[config.mk]
export PLATFORM = sky130hd
export DESIGN_NAME = round_robin_multiplexor
export DESIGN_NICKNAME = d
export VERILOG_FILES = /design/src/rtl/round_robin_multiplexor.sv
export SDC_FILE = /design/constraint.sdc
export NUM_CORES = 1
export LEC_CHECK = 0
export CORE_UTILIZATION = 33
export CTS_BUF_LIST = sky130_fd_sc_hd__clkbuf_2
export DETAILED_ROUTE_END_ITERATION = 10
export HOLD_SLACK_MARGIN = 0.06
export PLACE_DENSITY = 0.74
export SYNTH_ARGS = -nofsm -noshare
export SYNTH_HDL_FRONTEND = slang
export SYNTH_SLANG_ARGS = --single-unit
[constraint.sdc]
create_clock -name i_clk -period 2 [get_ports i_clk]
set_input_delay 0.6 -clock i_clk [delete_from_list [all_inputs] [get_ports i_clk]]
set_output_delay 0.6 -clock i_clk [all_outputs]
set_load 0.05 [all_outputs]
[src/rtl/round_robin_multiplexor.sv]
// Registered N:1 round-robin multiplexor. Merges N valid/ready source
// channels onto one output channel and tags each word with its source
// address so a downstream demultiplexor can route it back out.
module round_robin_multiplexor #(
  parameter int ADDRESS_WIDTH = 2,
  parameter int DATA_WIDTH    = 8
) (
  input  logic                                  i_clk,
  input  logic                                  i_rst,
  input  logic [(2**ADDRESS_WIDTH)-1:0]         i_valid,
  input  logic [(2**ADDRESS_WIDTH)*DATA_WIDTH-1:0] i_data,
  output logic [(2**ADDRESS_WIDTH)-1:0]         o_ready,
  output logic                                  o_valid,
  output logic [DATA_WIDTH-1:0]                 o_data,
  output logic [ADDRESS_WIDTH-1:0]              o_add,
  input  logic                                  i_ready
);

  localparam int N = 2 ** ADDRESS_WIDTH;

  logic                     vld_p0;
  logic [DATA_WIDTH-1:0]    data_p0;
  logic [ADDRESS_WIDTH-1:0] add_p0;
  logic [ADDRESS_WIDTH-1:0] last_p0;

  logic                     load;
  logic                     found;
  logic [ADDRESS_WIDTH-1:0] grant;
  logic [ADDRESS_WIDTH-1:0] idx;
  logic [DATA_WIDTH-1:0]    sel_data;

  // Output register can take a new word when empty or being drained now.
  assign load = ~vld_p0 | i_ready;

  // Round-robin search starting just after the last granted channel;
  // the address arithmetic wraps naturally at N.
  always_comb begin
    found = 1'b0;
    grant = '0;
    idx   = '0;
    for (int i = 1; i <= N; i++) begin
      idx = last_p0 + i[ADDRESS_WIDTH-1:0];
      if (!found && i_valid[idx]) begin
        found = 1'b1;
        grant = idx;
      end
    end
  end

  assign sel_data = i_data[int'(grant)*DATA_WIDTH +: DATA_WIDTH];

  // Ready is one-hot on the granted channel, and suppressed during reset.
  always_comb begin
    o_ready = '0;
    if (load && found && !i_rst) begin
      o_ready[grant] = 1'b1;
    end
  end

  // Stage p0: output register and round-robin pointer.
  always_ff @(posedge i_clk) begin
    if (i_rst) begin
      vld_p0  <= 1'b0;
      data_p0 <= '0;
      add_p0  <= '0;
      last_p0 <= '1;
    end else if (load) begin
      if (found) begin
        vld_p0  <= 1'b1;
        data_p0 <= sel_data;
        add_p0  <= grant;
        last_p0 <= grant;
      end else begin
        vld_p0  <= 1'b0;
      end
    end
  end

  assign o_valid = vld_p0;
  assign o_data  = data_p0;
  assign o_add   = add_p0;

endmodule

==> results of run 1 <==
[kinds of logic (layout without fill, tap and decap cells)]
family / after synthesis / count (layout) / share of synthesized area (%)
compound gates: 37 / 37 / 34.9
simple gates: 29 / 29 / 19.2
flops: 13 / 13 / 31.7
mux: 8 / 8 / 9.76
buf+inv: 7 / 88 / 4.42
[state kept, by name, indices dropped and copies added (netlist names)]
register  count
o_data        8
last_p0       2
o_valid       1
o_add         2
[per-stage QoR]
step	power (mW)	area [um2]	std cells
floorplan	0.622	903	94
global placement	0.844	1610	191
detailed placement	0.859	1610	191
CTS	1.03	1730	199
global route	1.11	1830	203
finish	1.07	1830	203
[placed cells by master (no fill, tap or decap), drive strengths merged, types with 3 or more instances in the layout]
| cell type | Yosys | final |
|---|---|---|
| a221oi | 8 | 8 |
| nor2 | 4 | 4 |
| and3 | 9 | 9 |
| a21oi | 5 | 5 |
| a211oi | 8 | 8 |
| dfxtp | 13 | 13 |
| clkdlybuf4s50 | 0 | 33 |
| buf | 3 | 48 |
| nor3 | 3 | 3 |
| nand2 | 5 | 5 |
| o21bai | 10 | 10 |
| clkbuf | 2 | 4 |
| mux2i | 8 | 8 |
[power groups by stage]
stage / logic (mW) / clock network, mW / registers, mW
2_1_floorplan: 0.207 / 0 / 0.414
3_3_place_gp: 0.527 / 0 / 0.316
3_5_place_dp: 0.540 / 0 / 0.319
4_1_cts: 0.570 / 0.147 / 0.315
5_1_grt: 0.642 / 0.151 / 0.320
6_report: 0.611 / 0.143 / 0.317
[repair_timing]
item	4_1_cts	5_1_grt
endpoints found under the setup margin	14	4
hold buffers	0	0
pin swaps	12	12
setup buffers	4	4
resized for setup	38	14
[worst max-delay path: stages]
cell and delay, ns:
buf_8 0.10, buf_4 0.13, nor4_4 0.29, a21o_1 0.20
a21oi_4 0.05, nor3b_4 0.17, buf_12 0.15
[final cells by class]
| type | instances | area (um2) | area share [%] |
|---|---|---|---|
| clock buffers | 4 | 20.0 | 1.09 |
| inverters | 2 | 7.51 | 0.410 |
| multi-input cells | 74 | 706 | 38.5 |
| flip-flops and latches | 13 | 265 | 14.5 |
| well taps | 28 | 35.0 | 1.91 |
| repair buffers | 82 | 798 | 43.6 |
[layer usage]
layer  vias up  track usage, %  wire length, um
met3         6            3.22              123
met2        40            47.9             1830
met5         -               0                0
met4         0            10.4               50
met1       518            26.6             1300
li1        528               -                -
[path summary, 6_finish.rpt]
check | from | slack, ns | depth (start not counted) | endpoint
min reg2reg | o_add[1] | 0.48 | 2 | o_add[1]
max | i_valid[0] | -0.30 | 7 | o_ready[0]
max reg2reg | last_p0[1] | 0.27 | 8 | o_data[0]
min | o_add[1] | 0.48 | 2 | o_add[1]
==> summary.txt, run 1 <==
Routing
  – DRC viols: 0
  – TritonRoute pass-1 iters: 4
  – Routed via count: 1092
  – Wire per inst: about 16 um
  – Total routed wirelength: around 3300 um
  – Vias per cell: about 5.4
  – Detail Route Antenna Nets: 0
  – DR iter-0 viols: 21

Timing
  – Fin crit share: 115%
  – Fmax achieved: approximately 440 MHz
  – Final setup fails: 4
  – Worst setup margin: -0.297 ns
  – RSZ-0062 raised after global routing: yes
  – Setup Total Neg Slack: -1.11 ns
  – Min cycle time layout: 2.30 ns
  – Max Transition Viols Final: 0
  – Final hold vios: 0
  – Slew margin rel.: between 70% and 80%
  – Final hold slack: about 0.48 ns
  – Clock skew: ~0.0065 ns
  – Worst slew pin tran: between 0.3 and 0.4 ns

Placed design
  – Port bufs: 53
  – Setup WS pre-CTS: -0.832 ns
  – GP Congestion: between 0.8 and 0.9
  – Dpl hpwl: 2440 um

Synth
  – Mapped Area: 821 um2
  – Post-synth top cells: dfxtp_1 (13), and3_1 (9), o21bai_1 (9)
  – Number of distinct library cells after synthesis: 27
  – Top-area cell type share of the netlist area: a little under a third
  – Synth Instances: 94
  – FFs w/ async S/R, synth: 0%
  – Top cells by area, synth: dfxtp_1 (32%), mux2i_1 (9.8%), a221oi_1 (8.5%)
  – Synth Flop Type: dfxtp_1
  – Syn. warnings: 0
  – Largest area contributor in the netlist: dfxtp_1
  – Syn_nets: between 100 and 150
  – Syn_area_per_cell: 8.73 um2
  – Synth Register Bits: 13
  – Top-count cell post-synth: dfxtp_1
  – Sequential fraction of the synthesis area: roughly a third
  – Post-synth EDFFs: 0

Run status
  – Status: finished with violations
  – Failing checks: negative setup slack

Power and ir drop
  – Logic pwr share: 57.0%
  – Power Dens Cells: between 500 and 600 nW/um2
  – Seq pwr share: 29.6%
  – Peak supply drop: approximately 370 uV
  – Net Switching: between 400 and 500 uW
  – Switching share of power: between 40% and 50%
  – Clock Power Share: a little over an eighth
  – Pleak: around 0.81 nW
  – P_int: around 640 uW

Setup path
  – Setup CP Type: primary input to primary output
  – Crit Path Max Fanout: 5
  – Crit path required time: between 1 and 1.5 ns
  – Worst Setup End Kind: primary output
  – CP arrival: 1.70 ns
  – Startpoint types: primary input

Final layout
  – Post-Route Utilization: 80.5%
  – Diodes inserted: 0
  – Fill cells: 155
  – Layout cells sized above 1: 42.9%
  – Layout area overhead: 123%
  – Net count, final: approximately 220

Floorplanning
  – Row Count: 17
  – Die X: 51.9 um
  – Initial Util: 36.1%
  – Die height: between 50 and 60 um
  – Top Ports: 54
  – Core ar.: 2280 um2
  – Die footprint: between 2000 and 3000 um2

Global routing
  – Initial antenna violation count: 0
  – First-pass GRT wire length: roughly 4800 um
  – Vias in the first global route: roughly 1100
  – Gr usage total: between 20% and 30%
  – Remaining global-route overflow: 0
  – Largest net degree at the start of global routing: 14

Clock tree
  – Maximum clock insertion buffer count: 2
  – Htree depth: 1
  – Clock latency on the worst-skew pair: roughly 0.28 ns
  – CTS buffer count: 3
  – CTS Sinks: 13
  – CTS tree: built
  – Clock-pin slew on the worst setup and hold paths: 0.13 ns
  – Root Driver: clkbuf_2

Min path
  – Hold Path Class: flip-flop to flip-flop

Job
  – Max Cap Violations: 0
No activity file was read; power rests on OpenSTA's default activity.
==> run 2, diff against run 1 <==
CTS_CLUSTER_SIZE = 40   (was not set)
==> results of run 2 <==
The final DEF is identical to that of run 1; final timing and power are the same.
